**config.mk**
```make
export PLATFORM = sky130hd
export DESIGN_NAME = vec_mem_sequencer
export DESIGN_NICKNAME = d
export VERILOG_FILES = /design/src/rtl/vec_mem_sequencer.sv
export SDC_FILE = /design/constraint.sdc
export NUM_CORES = 1
export LEC_CHECK = 0
export BUFFER_PORTS_ARGS = -buffer_cell sky130_fd_sc_hd__buf_2
export CAP_MARGIN = 10
export CORE_ASPECT_RATIO = 1.4
export CORE_MARGIN = 10
export CORE_UTILIZATION = 52
export DETAILED_ROUTE_END_ITERATION = 10
export PLACE_DENSITY = 0.77
export SLEW_MARGIN = 15
export SYNTH_ARGS = -nofsm -noshare
export SYNTH_HDL_FRONTEND = slang
export SYNTH_SLANG_ARGS = --single-unit
```
**constraint.sdc**
```tcl
create_clock -name clock_i -period 2.9 [get_ports clock_i]
set_clock_uncertainty 0.15 [all_clocks]
set_input_delay 0.435 -clock clock_i [delete_from_list [all_inputs] [get_ports clock_i]]
set_output_delay 0.435 -clock clock_i [all_outputs]
set_load 0.01 [all_outputs]
```
**src/rtl/vec_mem_sequencer.sv**
```systemverilog
// vec_mem_sequencer: micro-sequencer driving R2, data-mem strobes and T/X/VRF loads for VLOAD, VSTORE, VADD.
// Optional build macro VSEQ_WRAP_ERR_EN: abort on R2 wrap before the last lane and expose sticky err_o.
//
//  state     | meaning
//  ----------+------------------------------------------------------------
//  IDLE      | waiting for start; op latched, lane counter cleared
//  SETUP     | load base address into R2 and/or X1/X2 operands
//  LD_RD     | VLOAD: issue read at R2 for lane k
//  LD_WAIT   | VLOAD: hold read for extra memory latency cycles
//  LD_CAP    | VLOAD: capture q into T[k], R2 <= R2+1
//  ST_WR     | VSTORE: write X1 lane k at R2, R2 <= R2+1
//  ADD_CALC  | VADD: load all T regs from the lane adders
//  WB        | write T0..T3 into the vector register file
//  DONE      | one-cycle completion pulse
module vec_mem_sequencer #(
    parameter int LANES   = 4,
    parameter int ADDR_W  = 8,
    parameter int MEM_LAT = 1
) (
    input  logic              clock_i,
    input  logic              reset_n_i,
    input  logic              start_i,
    input  logic [1:0]        op_i,
    input  logic [ADDR_W-1:0] addr_i,
    output logic              busy_o,
    output logic              done_o,
    output logic              R2Ld_o,
    output logic              R2Sel_o,
    output logic              AddrSel_o,
    output logic              MemRead_o,
    output logic              MemWrite_o,
    output logic [2:0]        MemIn_o,
    output logic              VoutSel_o,
    output logic [LANES-1:0]  TLd_o,
    output logic              X1Load_o,
    output logic              X2Load_o,
    output logic              VRFWrite_o
`ifdef VSEQ_WRAP_ERR_EN
   ,output logic              err_o
`endif
);

    typedef enum logic [3:0] {
        S_IDLE, S_SETUP, S_LD_RD, S_LD_WAIT, S_LD_CAP, S_ST_WR, S_ADD_CALC, S_WB, S_DONE
    } state_t;

    typedef enum logic [1:0] {
        OP_VLOAD  = 2'b00,
        OP_VSTORE = 2'b01,
        OP_VADD   = 2'b10,
        OP_RSVD   = 2'b11
    } op_t;

`ifdef VSEQ_WRAP_ERR_EN
    localparam logic WRAP_ERR_EN = 1'b1;
`else
    localparam logic WRAP_ERR_EN = 1'b0;
`endif

    state_t     state_q, state_d;
    op_t        op_q, op_d;
    logic [1:0] k_q, k_d;
    logic [1:0] wait_q, wait_d;
    logic       wrap_abort;

    logic             busy_q, done_q, r2ld_q, r2sel_q, addrsel_q, memrd_q, memwr_q;
    logic             voutsel_q, x1ld_q, x2ld_q, vrfwr_q;
    logic [2:0]       memin_q;
    logic [LANES-1:0] tld_q;

    logic             busy_d, done_d, r2ld_d, r2sel_d, addrsel_d, memrd_d, memwr_d;
    logic             voutsel_d, x1ld_d, x2ld_d, vrfwr_d;
    logic [2:0]       memin_d;
    logic [LANES-1:0] tld_d;

    // The lane at R2=all-ones is still serviced; only the lanes after it are dropped.
    assign wrap_abort = WRAP_ERR_EN && (addr_i == {ADDR_W{1'b1}}) && (k_q != 2'd3)
                        && ((state_q == S_LD_CAP) || (state_q == S_ST_WR));

    always_comb begin
        state_d = state_q;
        op_d    = op_q;
        k_d     = k_q;
        wait_d  = wait_q;
        case (state_q)
            S_IDLE: begin
                if (start_i) begin
                    op_d    = op_t'(op_i);
                    k_d     = 2'd0;
                    state_d = S_SETUP;
                end
            end
            S_SETUP: begin
                case (op_q)
                    OP_VLOAD:  state_d = S_LD_RD;
                    OP_VSTORE: state_d = S_ST_WR;
                    OP_VADD:   state_d = S_ADD_CALC;
                    default:   state_d = S_DONE;
                endcase
            end
            S_LD_RD: begin
                if (MEM_LAT > 1) begin
                    wait_d  = 2'(MEM_LAT - 2);
                    state_d = S_LD_WAIT;
                end else begin
                    state_d = S_LD_CAP;
                end
            end
            S_LD_WAIT: begin
                if (wait_q == 2'd0) state_d = S_LD_CAP;
                else                wait_d  = wait_q - 2'd1;
            end
            S_LD_CAP: begin
                if (wrap_abort)        state_d = S_DONE;
                else if (k_q == 2'd3)  state_d = S_WB;
                else begin
                    k_d     = k_q + 2'd1;
                    state_d = S_LD_RD;
                end
            end
            S_ST_WR: begin
                if (wrap_abort || (k_q == 2'd3)) state_d = S_DONE;
                else                             k_d     = k_q + 2'd1;
            end
            S_ADD_CALC: state_d = S_WB;
            S_WB:       state_d = S_DONE;
            S_DONE:     state_d = S_IDLE;
            default:    state_d = S_IDLE;
        endcase
    end

    // Strobes are decoded from the next state and registered, so they track state_q exactly.
    always_comb begin
        busy_d    = (state_d != S_IDLE);
        done_d    = 1'b0;
        r2ld_d    = 1'b0;
        r2sel_d   = 1'b0;
        addrsel_d = 1'b1;
        memrd_d   = 1'b0;
        memwr_d   = 1'b0;
        memin_d   = 3'b100;
        voutsel_d = 1'b0;
        tld_d     = '0;
        x1ld_d    = 1'b0;
        x2ld_d    = 1'b0;
        vrfwr_d   = 1'b0;
        case (state_d)
            S_SETUP: begin
                case (op_d)
                    OP_VLOAD:  r2ld_d = 1'b1;
                    OP_VSTORE: begin
                        r2ld_d = 1'b1;
                        x1ld_d = 1'b1;
                    end
                    OP_VADD: begin
                        x1ld_d = 1'b1;
                        x2ld_d = 1'b1;
                    end
                    default: ;
                endcase
            end
            S_LD_RD, S_LD_WAIT: begin
                addrsel_d = 1'b0;
                memrd_d   = 1'b1;
            end
            S_LD_CAP: begin
                voutsel_d  = 1'b1;
                tld_d[k_d] = 1'b1;
                r2ld_d     = 1'b1;
                r2sel_d    = 1'b1;
            end
            S_ST_WR: begin
                addrsel_d = 1'b0;
                memwr_d   = 1'b1;
                memin_d   = {1'b0, k_d};
                r2ld_d    = 1'b1;
                r2sel_d   = 1'b1;
            end
            S_ADD_CALC: tld_d   = '1;
            S_WB:       vrfwr_d = 1'b1;
            S_DONE:     done_d  = 1'b1;
            default: ;
        endcase
    end

    always_ff @(posedge clock_i or negedge reset_n_i) begin
        if (!reset_n_i) begin
            state_q   <= S_IDLE;
            op_q      <= OP_VLOAD;
            k_q       <= 2'd0;
            wait_q    <= 2'd0;
            busy_q    <= 1'b0;
            done_q    <= 1'b0;
            r2ld_q    <= 1'b0;
            r2sel_q   <= 1'b0;
            addrsel_q <= 1'b1;
            memrd_q   <= 1'b0;
            memwr_q   <= 1'b0;
            memin_q   <= 3'b100;
            voutsel_q <= 1'b0;
            tld_q     <= '0;
            x1ld_q    <= 1'b0;
            x2ld_q    <= 1'b0;
            vrfwr_q   <= 1'b0;
        end else begin
            state_q   <= state_d;
            op_q      <= op_d;
            k_q       <= k_d;
            wait_q    <= wait_d;
            busy_q    <= busy_d;
            done_q    <= done_d;
            r2ld_q    <= r2ld_d;
            r2sel_q   <= r2sel_d;
            addrsel_q <= addrsel_d;
            memrd_q   <= memrd_d;
            memwr_q   <= memwr_d;
            memin_q   <= memin_d;
            voutsel_q <= voutsel_d;
            tld_q     <= tld_d;
            x1ld_q    <= x1ld_d;
            x2ld_q    <= x2ld_d;
            vrfwr_q   <= vrfwr_d;
        end
    end

`ifdef VSEQ_WRAP_ERR_EN
    logic err_q;

    always_ff @(posedge clock_i or negedge reset_n_i) begin
        if (!reset_n_i) begin
            err_q <= 1'b0;
        end else if ((state_q == S_IDLE) && start_i) begin
            err_q <= 1'b0;
        end else if (wrap_abort || ((state_q == S_SETUP) && (op_q == OP_RSVD))) begin
            err_q <= 1'b1;
        end
    end

    assign err_o = err_q;
`endif

    assign busy_o     = busy_q;
    assign done_o     = done_q;
    assign R2Ld_o     = r2ld_q;
    assign R2Sel_o    = r2sel_q;
    assign AddrSel_o  = addrsel_q;
    assign MemRead_o  = memrd_q;
    assign MemWrite_o = memwr_q;
    assign MemIn_o    = memin_q;
    assign VoutSel_o  = voutsel_q;
    assign TLd_o      = tld_q;
    assign X1Load_o   = x1ld_q;
    assign X2Load_o   = x2ld_q;
    assign VRFWrite_o = vrfwr_q;

endmodule

```
After elaboration in Yosys (flattened, before gate mapping)
Cells that the tools add are included.
W data, S select, Z words.
{ "totals": {"inputBits": 13, "out_inout_bits": 18, "reg_bits": 28, "word_cells": 83} }
{ "classes": {"add_sub_neg": 2, "reduce_logical": 13, "muxes": 28, "eq_ne": 20, "n_lt_le_gt_ge": 2, "bitwise_logic": 1} }
{ "ops": {"columns": ["operator", "count"], "rows": [
  ["$eq A4 B3 Y1 const B", 8],
  ["$pmux W4 S8", 1],
  ["$eq A4 B2 Y1 const B", 4],
  ["$mux W1", 13],
  ["$mux W4", 3],
  ["$pmux W4 S3", 1],
  ["$reduce_or A2 Y1", 5],
  ["$eq A4 B1 Y1 const B", 2],
  ["$mux W2", 4],
  ["$pmux W4 S2", 1],
  ["$eq A2 B2 Y1 const B", 3],
  ["$logic_not A2 Y1", 3],
  ["$mux W3", 2],
  ["$eq A2 B1 Y1 const B", 2],
  ["$eq A4 B4 Y1 const B", 1],
  ["$logic_not A4 Y1", 1],
  ["$pmux W2 S2", 1],
  ["$reduce_bool A4 Y1", 1],
  ["$lt A2 B3 Y1 const B", 1],
  ["$reduce_or A3 Y1", 1],
  ["$add A2 B1 Y2 const B", 1],
  ["$demux W1 S2", 1],
  ["$ge A2 B1 Y1 const B", 1],
  ["$pmux W1 S2", 1],
  ["other kinds (4)", 4]
]} }

Depth between registers and ports, before layout
{ "logic_depth": {"ltp_word": 8, "depth_mapped": 9, "mapped_depth_nobuf": 8} }

Least setup slack after synthesis
OpenSTA, ideal clock, no wires.
{ "synth_path": {"kind": "register to register", "from": "reg state_q[1]", "to": "reg r2ld_q, in the netlist R2Ld_o", "synth_period_minus_slack_ns": 2.073, "path_buffers": 1, "setup_ns": 0.120, "setup_slack_ns": 0.827, "arrival_time_ns": 1.803, "required_time_ns": 2.630, "path_stages_with_launch": 10, "cell_sequence": "dfrtp_1 > buf_6 > nor3_1 > nand2_1 > mux2i_1 > inv_1 > ha_1 > or2_2 > a21oi_1 > nor3_1"} }
{ "synth_between": {"elab_chain_cells": 6, "elab_cells_between_ends": 22, "cone_classes": "eq/ne: 11; mux: 7; reduce/logical: 4"} }
{ "synth_lines": {"columns": ["item", "line", "text"], "rows": [
  ["start: declaration", "60", "state_t state_q, state_d;"],
  ["start signal: assignment", "206", "state_q <= state_d;"],
  ["$logic_not A4 Y1 (*)", "85", "case (state_q)"],
  ["$mux W2 (*)", "85", null],
  ["named net op_d[0]", "61", "op_t op_q, op_d;"],
  ["$eq A2 B1 Y1 or $logic_not A2 Y1 (tied branches)", "149", "case (op_d)"],
  ["$reduce_or A2 Y1 (no source line) (*)", null, null],
  ["$mux W1 (*)", "149", null],
  ["$pmux W1 S2 (*)", "147", "case (state_d)"],
  ["named net r2ld_d", "71", "logic busy_d, done_d, r2ld_d, r2sel_d, addrsel_d, memrd_d, memwr_d;"],
  ["end signal: assignment", "212", "r2ld_q <= r2ld_d;"],
  ["end: declaration", "66", "logic busy_q, done_q, r2ld_q, r2sel_q, addrsel_q, memrd_q, memwr_q;"]
]} }
Mark *: on every way through the listed nets, which the timed path passes. The rest lies on a longest branch.
A chain may end at the register's enable or synchronous reset.

Final worst setup path
Ends and elaborated chain as after synthesis.

==> summary.md <==
| Metric | Value |
|---|---|
| Relative max-transition margin | 0.613 |
| Leakage Power | between 0.7 and 0.8 nW |
| Clock net sink count | 28 |
| Setup Total Neg Slack | 0 ps |
| Max FO, Critical Path | 7 |
| GRT Util Overall | 0.106 |
| Placed standard-cell area | 1440 sq um |
| Status | finished clean |
| CTS-repair resized insts | 0 |
| Weighted congestion at the end of routability-driven global placement | just under 0.8 |
| Type of the tightest min-delay check | primary input to register |
| WS Path Type | register to register |
| CTS root buf | clkbuf_4 |
| CP endpoint kind | register |
| Number of maximum-capacitance constraint violations | 0 |
| Layout overhead on the synthesized area | 16.0% |
| Buffers from clock root to sink, at most | 2 |
| Largest net degree at the start of global routing | 29 |
| Data arrival time at the worst-slack endpoint | 2480 ps |
| Final count of negative-setup-slack endpoints | 0 |
| Register clock-pin slew on the reported worst setup and hold paths | ~150 ps |
| Final global-route overflow total | 0 |
| Max Clock Freq | 0.419 GHz |
| Post-Synthesis Cell Area | 1300 sq um |
| Peak supply drop | ~540 uV |
| Average routed wire per standard cell | 14.2 microns |
| First-pass GRT wire length | around 4200 microns |
| Die area | approximately 4900 sq um |
| Share of synthesized flip-flops with an asynchronous set or reset | 1.00 |
| Routed wire length | about 2500 microns |
| Clk pwr share | 0.142 |
| Total DRC errors in the routed layout | 0 |
| Crit path required time | around 3000 ps |
| Post-synth cell types | 36 |
| Number of cell rows | 21 |
| Antenna violations before repair | 0 |
| Synthesized net count | ~140 |
| Internal Pwr Total | approximately 0.0011 W |
| Later-pin clock latency in the skew report | around 340 ps |
| Combinational Power Share | 0.505 |
| Fin crit share | 0.823 |
| Routed Antenna Nets | 0 |
| Layout net count | ~160 |
| Final Critical Period | ~2400 ps |
| Vias per cell | approximately 5.2 |
| Power density over cell area | between 1000 and 1500 nW/um^2 |
| DRC violation total after the first TritonRoute iteration | 32 |
| Most used DFF post-synth | dfrtp_1 |
| Slew at the pin closest to its max-slew limit | 580 ps |
| Height of the die | 79.1 microns |
| Buffers inserted by post-CTS timing repair | 0 |
| Startpoint class of the critical path | register |
| Syn Area/Cell | 11.4 sq um |
| Initial core utilization | 0.542 |
| Sequential fraction of the synthesis area | 0.542 |
| Fin. max-slew vios | 0 |
| Warnings from Yosys | 0 |
| Floorplan Core Area | about 2400 sq um |
| Post-layout instance area | 1500 sq um |
| Fraction of power spent switching nets | 0.412 |
| CTS H-tree depth | 1 |
| Switching power | 0.000749 W |
| # hold bufs at CTS | 1 |
| Count of vias placed by the detailed router | 901 |
| Post-synth EDFFs | 0 |
| Share of layout cells above drive strength 1 | 0.271 |
| Post-synthesis register bit count | 28 |
| Syn Inst Count | approximately 110 |
| Total clock buffers created by CTS | 3 |
| Ant. Diodes | 0 |
| Hold Violations, Final | 0 |
| Quantity of I/O buffers inserted on ports | 22 |
| Die width | ~62 microns |
| Vias in the first global route | between 900 and 1,000 |
| Detailed-routing iteration count for the pre-antenna-repair pass | 4 |
| Part of the power in registers | 0.353 |
| RSZ-0062 raised after global routing | no |
| CTS tree | built |
| Boundary Pins | 31 |
| Final HPWL from detailed placement | ~1900 microns |
==> cell families after synthesis <==
logic type,count (synthesis),share of synthesized area
DFF,28,0.542
adders and majority gates,8,0.0772
AOI/OAI and AO/OA,19,0.114
muxes,5,0.0492
xor gates and xnor gates,1,0.00676
buffers and inverters,14,0.0463
and+or+nand+nor,39,0.164
==> placed cells by master (no fill, tap or decap), types with 2 or more instances in the layout <==
master    count
o21a_1        3
or2_2         2
buf_2        22
ha_1          8
mux2i_1       3
or2_1         2
nor3b_1       4
nor2_1       10
dfrtp_1      26
nor3_1        4
o21ai_0       4
dfstp_2       2
nor2b_1       2
clkbuf_4      3
nand2_1       6
a21boi_0      2
nand2b_1      2
a21oi_1       3
inv_1        12
==> flip-flops by register name, summed over array words and instances, names as in the netlist <==
name,cells
TLd_o,4
state_q,4
R2Sel_o,1
MemIn_o,3
wait_q,2
op_q,2
busy_o,1
done_o,1
MemRead_o,1
VRFWrite_o,1
MemWrite_o,1
k_q,2
X2Load_o,1
X1Load_o,1
R2Ld_o,1
VoutSel_o,1
AddrSel_o,1
==> path summary, 6_finish.rpt <==
kind                            start          to  slack [ps]  depth (start not counted)
hold / removal                op_i[0]     op_q[0]         240                          3
max in group asynchronous   reset_n_i  MemIn_o[2]        1760                          2
setup / recovery           state_q[1]      R2Ld_o         510                          8
min in group asynchronous   reset_n_i   wait_q[0]         450                          2
hold reg to reg             wait_q[0]   wait_q[0]         340                          1
setup reg to reg           state_q[1]      R2Ld_o         510                          8
==> stage by stage <==
| step | hold slack, ps | total power (W) | cells | setup WS (ps) | utilization |
|---|---|---|---|---|---|
| 2_1_floorplan | -10.6 | 0.00131 | 114 | 827 | - |
| 3_3_place_gp | 310 | 0.00152 | 169 | 650 | 0.603 |
| 3_5_place_dp | 318 | 0.00158 | 169 | 544 | 0.603 |
| 4_1_cts | 244 | 0.00184 | 174 | 513 | 0.629 |
| 5_1_grt | 273 | 0.00199 | 174 | 296 | 0.629 |
| 6_report | 243 | 0.00182 | 174 | 514 | 0.629 |
==> critical path, cell delays in order, from the launching register on <==
cell and delay [ps]:
dfrtp_1 510, nor3_1 360, nand2_1 190, mux2i_1 300, inv_1 100, ha_1 190, or2_2 280, a21oi_1 150
nor3_1 50
==> routing by layer <==
| metal | routed length [microns] | global-route usage | vias up |
|---|---|---|---|
| li1 | - | - | 427 |
| met5 | 0 | 0 | - |
| met1 | 902 | 0.0995 | 436 |
| met2 | 1320 | 0.190 | 29 |
| met4 | 76 | 0.0688 | 0 |
| met3 | 169 | 0.0365 | 9 |
==> power groups by stage <==
stage / clock network (W) / logic [W] / registers (W)
2_1_floorplan: 0 / 0.000641 / 0.000671
3_3_place_gp: 0 / 0.000883 / 0.000637
3_5_place_dp: 0 / 0.000926 / 0.000650
4_1_cts: 0.000260 / 0.000935 / 0.000643
5_1_grt: 0.000277 / 0.00104 / 0.000666
6_report: 0.000258 / 0.000918 / 0.000642
==> cell usage after synthesis, types with 2 or more instances <==
cell,instances,area [sq um]
nand2_1,6,22.5
dfstp_2,2,52.6
or2_1,2,12.5
mux2i_1,3,30.0
o21a_1,3,22.5
nor3b_1,4,30.0
nor3_1,4,20.0
inv_1,12,45.0
or2_2,2,12.5
ha_1,8,100
a21boi_0,2,15.0
dfrtp_1,26,651
nor2_1,10,37.5
o21ai_0,4,20.0
nand2b_1,2,12.5
nor2b_1,2,12.5
a21oi_1,3,15.0
==> cell type report <==
| cell class | count | area [sq um] |
|---|---|---|
| clock inverter | 1 | 30.0 |
| clock buffer | 3 | 22.5 |
| inverter | 12 | 45.0 |
| sequential | 28 | 703 |
| multi-input combinational | 72 | 533 |
| tap | 34 | 42.5 |
| fill | 197 | 887 |
| timing repair buffer | 24 | 128 |
(Power assumes the default switching activity.)
